--- src/rtl/ram_pkg.sv ---
// Shared constants for the simple dual-port RAM: init FSM encoding and read-during-write modes.
package ram_pkg;

    typedef logic [0:0] state_t;

    localparam state_t ST_INIT  = 1'b0;
    localparam state_t ST_READY = 1'b1;

    localparam int RDW_OLD = 0;
    localparam int RDW_NEW = 1;

endpackage

--- src/rtl/ram_sdp_param_if.sv ---
// Access bundle for ram_sdp_param: write port, read port, clear request and status.
interface ram_sdp_param_if #(
    parameter int DATA_W = 8,
    parameter int ADDR_W = 6
);
    logic                  clr;
    logic                  we;
    logic [ADDR_W-1:0]     write_addr;
    logic [DATA_W-1:0]     data;
    logic [DATA_W/8-1:0]   be;
    logic                  re;
    logic [ADDR_W-1:0]     read_addr;
    logic [DATA_W-1:0]     q;
    logic                  q_valid;
    logic                  init_busy;

    modport master (
        output clr, we, write_addr, data, be, re, read_addr,
        input  q, q_valid, init_busy
    );

    modport slave (
        input  clr, we, write_addr, data, be, re, read_addr,
        output q, q_valid, init_busy
    );
endinterface

--- src/rtl/ram_init_ctrl.sv ---
// INIT/READY controller: sweeps zeros over every address (DEPTH cycles) after reset or clr.
// No backpressure; clr is only honoured in READY.
module ram_init_ctrl
    import ram_pkg::*;
#(
    parameter int ADDR_W = 6,
    parameter int DEPTH  = 2**ADDR_W
) (
    input  logic              clk,
    input  logic              rst_n,
    input  logic              clr,
    output logic              init_busy,
    output logic [ADDR_W-1:0] sweep_addr,
    output logic              sweep_we
);
    localparam logic [ADDR_W-1:0] LAST = ADDR_W'(DEPTH - 1);

    state_t            state;
    logic [ADDR_W-1:0] cnt;

    always_ff @(posedge clk or negedge rst_n) begin
        if (!rst_n) begin
            state <= ST_INIT;
            cnt   <= '0;
        end else begin
            case (state)
                ST_INIT: begin
                    if (cnt == LAST) begin
                        state <= ST_READY;
                        cnt   <= '0;
                    end else begin
                        cnt <= cnt + 1'b1;
                    end
                end
                ST_READY: begin
                    if (clr) begin
                        state <= ST_INIT;
                        cnt   <= '0;
                    end
                end
                default: begin
                    state <= ST_INIT;
                    cnt   <= '0;
                end
            endcase
        end
    end

    assign init_busy  = (state == ST_INIT);
    assign sweep_we   = (state == ST_INIT);
    assign sweep_addr = cnt;

endmodule

--- src/rtl/ram_sdp_param.sv ---
// Simple dual-port RAM with byte enables, self-clearing sweep and selectable read-during-write.
// Read latency 1 (OUT_REG=0) or 2 (OUT_REG=1); no backpressure, accesses dropped while init_busy.
module ram_sdp_param
    import ram_pkg::*;
#(
    parameter int DATA_W   = 8,
    parameter int ADDR_W   = 6,
    parameter int DEPTH    = 2**ADDR_W,
    parameter int RDW_MODE = 0,
    parameter int OUT_REG  = 0
) (
    input  logic               clk,
    input  logic               rst_n,
    ram_sdp_param_if.slave     bus
);
    localparam int NB = DATA_W / 8;
    localparam logic [ADDR_W:0] DEPTH_L = (ADDR_W + 1)'(DEPTH);

    logic [DATA_W-1:0] mem [DEPTH];

    logic              init_busy;
    logic              sweep_we;
    logic [ADDR_W-1:0] sweep_addr;

    ram_init_ctrl #(.ADDR_W(ADDR_W), .DEPTH(DEPTH)) u_init_ctrl (
        .clk        (clk),
        .rst_n      (rst_n),
        .clr        (bus.clr),
        .init_busy  (init_busy),
        .sweep_addr (sweep_addr),
        .sweep_we   (sweep_we)
    );

    logic wr_in_range, rd_in_range, wr_ok, rd_ok, rdw_hit;
    logic [DATA_W-1:0] wr_word, rd_word;

    assign wr_in_range = ({1'b0, bus.write_addr} < DEPTH_L);
    assign rd_in_range = ({1'b0, bus.read_addr} < DEPTH_L);
    assign wr_ok       = !init_busy && bus.we && wr_in_range;
    assign rd_ok       = !init_busy && bus.re;
    assign rdw_hit     = wr_ok && (bus.write_addr == bus.read_addr);

    // Post-write view of the written word, only needed for new-data read-during-write.
    always_comb begin
        wr_word = wr_in_range ? mem[bus.write_addr] : '0;
        for (int b = 0; b < NB; b++) begin
            if (bus.be[b]) wr_word[8*b +: 8] = bus.data[8*b +: 8];
        end
    end

    always_comb begin
        rd_word = '0;
        if (rd_in_range) begin
            rd_word = (RDW_MODE == RDW_NEW && rdw_hit) ? wr_word : mem[bus.read_addr];
        end
    end

    // Storage has no reset; only the sweep clears it.
    always_ff @(posedge clk) begin
        if (sweep_we) begin
            mem[sweep_addr] <= '0;
        end else if (wr_ok) begin
            for (int b = 0; b < NB; b++) begin
                if (bus.be[b]) mem[bus.write_addr][8*b +: 8] <= bus.data[8*b +: 8];
            end
        end
    end

    logic              rd_vld;
    logic [DATA_W-1:0] rd_dat;

    always_ff @(posedge clk or negedge rst_n) begin
        if (!rst_n) begin
            rd_vld <= 1'b0;
            rd_dat <= '0;
        end else begin
            rd_vld <= rd_ok;
            if (rd_ok) rd_dat <= rd_word;
        end
    end

    generate
        if (OUT_REG != 0) begin : g_out_reg
            logic              q_vld_r;
            logic [DATA_W-1:0] q_dat_r;

            always_ff @(posedge clk or negedge rst_n) begin
                if (!rst_n) begin
                    q_vld_r <= 1'b0;
                    q_dat_r <= '0;
                end else begin
                    q_vld_r <= rd_vld;
                    if (rd_vld) q_dat_r <= rd_dat;
                end
            end

            assign bus.q       = q_dat_r;
            assign bus.q_valid = q_vld_r;
        end else begin : g_no_out_reg
            assign bus.q       = rd_dat;
            assign bus.q_valid = rd_vld;
        end
    endgenerate

    assign bus.init_busy = init_busy;

endmodule

--- src/flat_wrapper.sv ---
// flat-port wrapper written by rule: the top's interface ports become plain ports
module ram_sdp_param_flat import ram_pkg::*;
#(
    parameter int DATA_W   = 8,
    parameter int ADDR_W   = 6,
    parameter int DEPTH    = 2**ADDR_W,
    parameter int RDW_MODE = 0,
    parameter int OUT_REG  = 0
)
  (clk, rst_n, bus_clr, bus_we, bus_write_addr, bus_data, bus_be, bus_re, bus_read_addr, bus_q, bus_q_valid, bus_init_busy);
  ram_sdp_param_if #(.DATA_W(DATA_W), .ADDR_W(ADDR_W)) bus_i ();
  input  logic clk;
  input  logic rst_n;
  input wire logic [$bits(bus_i.clr)-1:0] bus_clr;
  input wire logic [$bits(bus_i.we)-1:0] bus_we;
  input wire logic [$bits(bus_i.write_addr)-1:0] bus_write_addr;
  input wire logic [$bits(bus_i.data)-1:0] bus_data;
  input wire logic [$bits(bus_i.be)-1:0] bus_be;
  input wire logic [$bits(bus_i.re)-1:0] bus_re;
  input wire logic [$bits(bus_i.read_addr)-1:0] bus_read_addr;
  output wire logic [$bits(bus_i.q)-1:0] bus_q;
  output wire logic [$bits(bus_i.q_valid)-1:0] bus_q_valid;
  output wire logic [$bits(bus_i.init_busy)-1:0] bus_init_busy;
  assign bus_i.clr = bus_clr;
  assign bus_i.we = bus_we;
  assign bus_i.write_addr = bus_write_addr;
  assign bus_i.data = bus_data;
  assign bus_i.be = bus_be;
  assign bus_i.re = bus_re;
  assign bus_i.read_addr = bus_read_addr;
  assign bus_q = bus_i.q;
  assign bus_q_valid = bus_i.q_valid;
  assign bus_init_busy = bus_i.init_busy;
  ram_sdp_param #(.DATA_W(DATA_W), .ADDR_W(ADDR_W), .DEPTH(DEPTH), .RDW_MODE(RDW_MODE), .OUT_REG(OUT_REG)) u_core (.clk(clk), .rst_n(rst_n), .bus(bus_i));
endmodule
--- config.mk ---
export PLATFORM = sky130hd
export DESIGN_NAME = ram_sdp_param_flat
export DESIGN_NICKNAME = d
export VERILOG_FILES = /design/src/rtl/ram_pkg.sv /design/src/rtl/ram_sdp_param_if.sv /design/src/rtl/ram_init_ctrl.sv /design/src/rtl/ram_sdp_param.sv /design/src/flat_wrapper.sv
export SDC_FILE = /design/constraint.sdc
export NUM_CORES = 1
export LEC_CHECK = 0
export BUFFER_PORTS_ARGS = -buffer_cell sky130_fd_sc_hd__clkbuf_2
export CAP_MARGIN = 20
export CORE_ASPECT_RATIO = 0.5
export CORE_MARGIN = 3
export CORE_UTILIZATION = 46
export DETAILED_ROUTE_END_ITERATION = 8
export PLACE_DENSITY = 0.64
export SLEW_MARGIN = 20
export SYNTH_ARGS = -nofsm -noshare
export SYNTH_HDL_FRONTEND = slang
export SYNTH_SLANG_ARGS = --single-unit
--- constraint.sdc ---
create_clock -name clk -period 6.8 [get_ports clk]
set_input_delay 2.04 -clock clk [delete_from_list [all_inputs] [get_ports clk]]
set_output_delay 2.04 -clock clk [all_outputs]
set_load 0.01 [all_outputs]
== Word level (Yosys, flattened, before mapping) ==
Memory sizes are Yosys's and may differ from the RTL's. A register that Yosys moved wholly into a read port is not among the register bits.
Cells that the tools add are included.

* Input bits: 26
* Bits in writable memories: 512
* Word-level logic and storage cells: 26
* ROM bits: 0
* Bits in latches: 0
* Memories: 1
* Flip-flop bits (word level): 8

{| class="wikitable"
|+ Memory list
! name !! depth !! bits a word !! read ports !! clocked after Yosys merged registers in !! write ports !! RTL line !! RTL
|-
| u_core.mem || 64 || 8 || 1 || 1 || 1 || ram_sdp_param.sv:19 || <nowiki>logic [DATA_W-1:0] mem [DEPTH];</nowiki>
|}

* Bitwise logic cells: 1
* Mux-type cells: 14
* Reductions and logical operators: 4
* Shift operators: 0
* Div/mod/pow operators: 0
* Order comparisons: 0
* Add/sub/neg operators: 1
* Equal/unequal tests: 2
* $mul: 0

{| class="wikitable"
|+ Operators with widths
! kind !! number
|-
| 2-to-1 mux 6 bit || 3
|-
| one-hot mux 6 bit (2 select lines) || 1
|-
| 2-to-1 mux 1 bit || 8
|-
| 2-to-1 mux 8 bit || 1
|-
| OR reduction 8 bit || 1
|-
| adder 6 x 1 -> 6 bit (second input constant) || 1
|-
| equality test 6 bit (second input constant) || 1
|-
| logical AND 1 bit || 2
|-
| inequality test 2 bit (second input constant) || 1
|-
| one-hot mux 1 bit (2 select lines) || 1
|-
| zero test 1 bit || 1
|-
| inverter 1 bit || 1
|}

== Longest topological paths before layout ==
Gate-level depths: netlist of the first run.

* Word-level depth: 6
* Depth in mapped cells: 8
* Gate-level depth less buffers: 6

== By module ==
A second synthesis of the first run with hierarchy kept.

* Cells, all modules: 1065
* Area, all modules: 20938.8 um^2

{| class="wikitable"
|+ Modules (own cells, without submodules)
! module !! times used !! seq. area each (um^2) !! area each (um^2) !! cells each
|-
| ram_sdp_param || 1 || 15600.0 || 20578.5 || 1028
|-
| ram_init_ctrl || 1 || 175.2 || 360.3 || 37
|}

== Worst setup path after synthesis of the first run ==
No wires, ideal clock.

* Path type: input to register
* From: in bus_be
* To: mem u_core.mem[0][0], data pin
* Data required time: 6.433 ns
* Setup time: 0.367 ns
* Arrival: 3.484 ns
* Slack: 2.948 ns
* Buffers on the path: 2
* Stages: 4
* Path through: and3_1 > buf_2 > clkbuf_1 > and2_1

* Cells in the longest elaborated chain, start to end: 6

{| class="wikitable"
|+ Ends and longest elaborated chain
! what !! RTL line !! RTL
|-
| start: declaration || flat_wrapper.sv:18 || <nowiki>input wire logic [$bits(bus_i.be)-1:0] bus_be;</nowiki>
|-
| 2-to-1 mux 1 bit || ram_sdp_param.sv:64 || <nowiki>if (bus.be[b]) mem[bus.write_addr][8*b +: 8] <= bus.data[8*b +: 8];</nowiki>
|-
| 2-to-1 mux 1 bit || ram_sdp_param.sv:62 || <nowiki>end else if (wr_ok) begin</nowiki>
|-
| 2-to-1 mux 1 bit || ram_sdp_param.sv:60 || <nowiki>if (sweep_we) begin</nowiki>
|-
| 2-to-1 mux 1 bit (implied by the code) || ram_sdp_param.sv:64 ||
|-
| OR reduction 8 bit (no source line) || n/a ||
|-
| 2-to-1 mux 8 bit (no source line) || n/a ||
|-
| end: declaration || ram_sdp_param.sv:19 ||
|}

No other way between the ends.

==> results of run 1 <==
==> cells in the final DEF (no fill, tap or decap), types with 15 or more instances in the layout <==
cell type	Yosys	final
clkbuf_1	13	20
mux2_2	31	31
mux4_2	96	96
mux2i_1	41	41
nand2_1	58	58
nand3_1	15	15
clkbuf_16	0	49
nor2_1	67	67
dfrtp_1	16	16
edfxtp_1	512	512
nor3_1	16	16
o22ai_1	35	35
clkbuf_2	0	33
a22oi_1	16	16
a211oi_1	16	16
==> power by group through the flow <==
stage | sequential (mW) | combinational, mW | clock (mW)
floorplan | 3.92 | 0.483 | 0
global placement | 3.94 | 0.733 | 0
detailed placement | 3.95 | 0.751 | 0
CTS | 3.88 | 0.754 | 2.67
global route | 3.90 | 0.808 | 2.82
finish | 3.89 | 0.754 | 2.62
==> final cells by class <==
type,count,area (um2)
inverters,4,15.0
clock buffers,72,1340
repair buffers,49,293
well taps,588,736
diodes,1,2.50
fillers,3426,21100
clock inverters,13,159
multi-input cells,485,4700
flip-flops and latches,528,15800
==> cells by family after synthesis <==
group,after synthesis,synth area share [%]
xor+xnor,2,0.0842
simple gates,203,4.53
compound gates,110,3.76
mux,169,14.1
buf+inv,60,1.70
fa+ha+maj,1,0.0601
flops,528,75.8
==> registers in the layout, indices dropped and copies added (netlist names) <==
signal / flops
u_core.u_init_ctrl.state: 1
u_core.bus.q_valid: 1
u_core.u_init_ctrl.sweep_addr: 6
u_core.bus.q: 8
u_core.mem: 512
==> Yosys cell counts (2+ instances only) <==
cell type / number / area [um2]
buf_6: 6 / 67.6
nor3_1: 16 / 80.1
buf_4: 11 / 82.6
or3_1: 4 / 25.0
nand2b_1: 5 / 31.3
edfxtp_1: 512 / 15400
buf_2: 13 / 65.1
and3_1: 4 / 25.0
a211oi_1: 16 / 120
or2_2: 2 / 12.5
nand3_1: 15 / 75.1
and3b_1: 2 / 17.5
o21a_1: 3 / 22.5
buf_1: 10 / 37.5
o22ai_1: 35 / 219
o31ai_1: 3 / 22.5
inv_1: 4 / 15.0
o211ai_1: 8 / 60.1
a22oi_1: 16 / 120
buf_8: 2 / 30.0
mux2i_1: 41 / 410
o21ai_0: 9 / 45.0
dfrtp_1: 16 / 400
mux2_2: 31 / 349
nor2_1: 67 / 251
nand2_1: 58 / 218
nor2b_1: 11 / 68.8
a22o_1: 8 / 70.1
a2111oi_0: 8 / 70.1
mux4_2: 96 / 2160
and2_1: 9 / 56.3
nand3b_1: 6 / 45.0
clkbuf_1: 13 / 48.8
==> worst register-to-register path: stages (launching register included) <==
cell,delay (ns)
dfrtp_1,0.68
nand3_1,0.61
o22ai_1,0.48
nand2_1,0.39
nor2_1,0.85
==> metal layers <==
layer	GRT usage, %	vias to the layer above	part of all wire [%]
met5	0	-	0
met1	28.0	5484	43
met4	5.54	0	2.4
met2	30.1	411	47
li1	-	4461	-
met3	4.15	84	7.4
==> worst min path at each step <==
stage	from	end	slack (ns)	cells past startpoint
3_3_place_gp	u_core.u_init_ctrl.sweep_addr[5]	u_core.u_init_ctrl.sweep_addr[5]	0.54	1
2_1_floorplan	u_core.u_init_ctrl.sweep_addr[5]	u_core.u_init_ctrl.sweep_addr[5]	0.50	1
5_1_grt	u_core.bus.q[0]	u_core.bus.q[0]	0.59	2
4_1_cts	u_core.u_init_ctrl.sweep_addr[5]	u_core.u_init_ctrl.sweep_addr[5]	0.56	1
6_report	u_core.bus.q[7]	u_core.bus.q[7]	0.58	2
3_5_place_dp	u_core.u_init_ctrl.sweep_addr[5]	u_core.u_init_ctrl.sweep_addr[5]	0.55	1
==> flow_summary.toml, run 1 <==
[run_status]
status = "completed"

[cts]
cts_tree = "yes"
cts_resized = 0
htreeDepth = 2
clock_latency_ns = 0.56
clk_pin_slew_ns = 0.06
cts_max_path_buffers = 3
cts_setup_buffers = 0
cts_root_buffer = "clkbuf_16"
clock_sinks = 528
cts_hold_buf = 0
numCtsBuffers = 47

[min_path]
hold_class = "reg2reg"

[job]
max_cap_viol_count = 0

[logic_synthesis]
synthArstFlopShare_pct = 3.03
syn_nets = 1100
ys.flop_type = "edfxtp_1"
ys_seq_area_share_pct = 75.8
synthCells = 1073
ys_warn_count = 0
synth_seq_cells = 528
synth_edf_count = 512
synth.distinct_cells = 46
postSynthAreaPerCell_um2 = 19.4
syn_area_um2 = 20800

[sta]
min_period_over_period_pct = 65.1
finalHoldViolCount = 0
skew_ns = 0.0171
finalSetupViolCount = 0
relSlewSlack_pct = 29.4
drv_slew = 0
rsz0062_at_grt = "false"
tightest_slew_ns = 1.06
whs_ns = 0.582
clock.fmax_mhz = 226
fin_tns_setup_ns = 0
setup_ws_ns = 2.37
period_needed_ns = 4.43

[power_and_ir_drop]
switching_share_pct = 23.8
total_power_mw = 7.26
pwr-share-seq_pct = 53.5
p_leak_nw = 7.21
clockPowerShare_pct = 36.1
powerDensity_nw_per_um2 = 316
p_sw_mw = 1.73
p_int_mw = 5.53
combPwrFrac_pct = 10.4
ir_drop_v = 0.000180

[setup_path]
critPathCapture = "u_core.bus.q[3]"
crit_required_ns = 7.23
crit_path_max_fanout = 85
crit_path_top_delay_cell = "buf_6"
cp_num_buf_inv = 2
crit_start = "bus_read_addr[2]"
crit_path_start_kind = "input port"
rrSetupSlack_ns = 3.40
endpoint_kind = "register"
max_stage_delay_ns = 0.58
critical_path_depth = 7
r2r-end = "u_core.mem[35][6]"
rr_startpoint = "u_core.u_init_ctrl.state"
critical_path_arrival_ns = 4.86
cp_top_family = "buffers and inverters"
reg2regPathDepth = 4
crit_chain = "buf_6 -> buf_4 -> mux2_2 -> o22ai_1 -> a2111oi_0 -> nor3_1 -> o211ai_1"
criticalPathCategory = "in2reg"

[layout]
drive_gt1_share_pct = 21.6
fin_area_um2 = 23000
fin_nets = 1142
final_core_util_pct = 52.2
areaGrowthSynthToFinish_pct = 10.6
layout.cells.non_filler = 1740

[global_routing]
grt-ovfl-total = 0
grt_pass1_wl_um = 68600
antenna_found_initial = 1
grt_max_degree = 86
grt_pass1_vias = 10400
track_usage_pct = 19.4

[floorplan]
io_pins = 36
placementRows = 54
die_area_um2 = 48000
core_um2 = 44100
die_w_um = 307
start_util_pct = 47.2
fp.dieH_um = 156

[drt]
viasPerCell = 6.00
drt-total-wl_um = 46000
drtPass1Iterations = 5
ant_nets = 0
drt-initial-drc-count = 1048
route.detailed.drc = 0
wl_per_cell_um = 26.4
via_count = 10400

[placed_design]
dpl-instance-area_um2 = 21500
dp_hpwl_um = 28200
gp_congestion = 0.825
portBuffers = 35
dp_slack_ns = 1.87
place_inst = 1654
(Power assumes the default switching activity.)
==> inputs of run 2 (changes only) <==
==> constraint.sdc (replaced) <==
create_clock -name clk -period 4.25 [get_ports clk]
set_input_delay 1.275 -clock clk [delete_from_list [all_inputs] [get_ports clk]]
set_output_delay 1.275 -clock clk [all_outputs]
set_load 0.01 [all_outputs]
==> flow_summary.toml, run 2 (synthesis results as in run 1) <==
[layout]
n_antenna_cell = 0
largest_reg_flops = 512
layout_commonest_cell = "edfxtp_1"
fin_nets = 1183
areaGrowthSynthToFinish_pct = 12.6
fin_area_um2 = 23400
layout.cells.non_filler = 1780
final_cell_mix = "edfxtp_1 (512), mux4_2 (96), nor2_1 (67), nand2_1 (58), buf_4 (50)"
fillers = 3393
drive_gt1_share_pct = 24.7
regMostFlops = "u_core.mem"

[drt]
wl_per_cell_um = 26.0
drt-total-wl_um = 46300
ant_nets = 0
route.detailed.drc = 0
viasPerCell = 5.94
drt-initial-drc-count = 1043
drtPass1Iterations = 5
via_count = 10600

[cts]
clock_latency_ns = 0.57
cts_resized = 0
cts_max_path_buffers = 3
clk_pin_slew_ns = 0.06
cts_setup_buffers = 0
clock_sinks = 528
cts_tree = "yes"
cts_hold_buf = 0
numCtsBuffers = 47
cts_root_buffer = "clkbuf_16"
htreeDepth = 2

[floorplan]
start_util_pct = 47.2
die_w_um = 307
core_um2 = 44100
die_area_um2 = 48000
io_pins = 36
fp.dieH_um = 156
placementRows = 54

[setup_path]
endpoint_kind = "register"
criticalPathCategory = "reg2reg"
crit_top_cell = "nand2_1"
critical_path_arrival_ns = 3.45
crit_required_ns = 4.44
max_stage_delay_ns = 0.74
cp_num_buf_inv = 0
cp_top_family = "simple AND/OR/NAND/NOR gates"
crit_path_max_fanout = 19
crit_path_start_kind = "register"
crit_chain = "and3_1 -> nand2_1 -> o21ai_0 -> nand2_1 -> nor2_1"
crit_path_top_delay_cell = "nor2_1"

[power_and_ir_drop]
switching_share_pct = 23.9
pwr-share-seq_pct = 52.7
clockPowerShare_pct = 36.6
powerDensity_nw_per_um2 = 503
p_sw_mw = 2.83
p_leak_nw = 7.47
combPwrFrac_pct = 10.6
p_int_mw = 8.97
total_power_mw = 11.8
ir_drop_v = 0.000344

[sta]
period_needed_ns = 3.26
finalSetupViolCount = 0
setup_ws_ns = 0.990
drv_slew = 0
min_period_over_period_pct = 76.7
relSlewSlack_pct = 44.3
skew_ns = 0.0212
clock.fmax_mhz = 307
fin_tns_setup_ns = 0
tightest_slew_ns = 0.832
rsz0062_at_grt = "false"
finalHoldViolCount = 0

[job]
max_cap_viol_count = 0

[min_path]
hold_class = "reg2reg"

[global_routing]
track_usage_pct = 19.6
grt_pass1_vias = 10700
grt-ovfl-total = 0
grt_pass1_wl_um = 69300
grt_max_degree = 75
antenna_found_initial = 1

[placed_design]
gp_congestion = 0.895
dp_slack_ns = 0.448
portBuffers = 35
dp_hpwl_um = 28900
place_inst = 1695
dpl-instance-area_um2 = 21900

[run_status]
status = "completed"
-- run 2: through the flow --
step | hold slack, ns | utilization [%]
2_1_floorplan | 0.501 | -
3_3_place_gp | 0.543 | 49.6
3_5_place_dp | 0.551 | 49.6
4_1_cts | 0.563 | 53.1
5_1_grt | 0.570 | 53.1
6_report | 0.574 | 53.1
-- run 2: layout make-up --
class / instances / area, um2 / area share (%)
flip-flops and latches: 528 / 15800 / 67.3
inverters: 4 / 15.0 / 0.0641
well taps: 588 / 736 / 3.14
multi-input cells: 485 / 4700 / 20.0
repair buffers: 90 / 663 / 2.83
clock buffers: 62 / 1290 / 5.53
clock inverters: 23 / 255 / 1.09
-- run 2: worst register-to-register path, stage by stage, from the launching register on --
cell	delay (ns)
dfrtp_1	0.70
and3_1	0.66
nand2_1	0.19
o21ai_0	0.20
nand2_1	0.40
nor2_1	0.74
-- run 2: routing by layer --
metal / wire length, um / global-route usage (%)
met5: 0 / 0
met4: 1140 / 5.22
met1: 20200 / 28.6
met3: 3260 / 3.21
met2: 21700 / 31.1
-- run 2: power groups by stage --
| stage | sequential, mW | clock [mW] | combinational (mW) |
|---|---|---|---|
| 4_1_cts | 6.22 | 4.38 | 1.25 |
| 6_report | 6.22 | 4.32 | 1.26 |
| 3_3_place_gp | 6.30 | 0 | 1.22 |
| 3_5_place_dp | 6.32 | 0 | 1.25 |
| 5_1_grt | 6.24 | 4.60 | 1.35 |
| 2_1_floorplan | 6.27 | 0 | 0.773 |
-- run 2: worst paths after layout --
kind,slack (ns),from,cells past startpoint,endpoint
min in group asynchronous,0.63,rst_n,1,u_core.bus.q[5]
setup reg to reg,0.99,u_core.u_init_ctrl.state,5,u_core.mem[22][1]
max in group asynchronous,3.31,rst_n,1,u_core.bus.q[2]
hold / removal,0.57,u_core.bus.q[2],2,u_core.bus.q[2]
hold reg to reg,0.57,u_core.bus.q[2],2,u_core.bus.q[2]
setup / recovery,0.99,u_core.u_init_ctrl.state,5,u_core.mem[22][1]
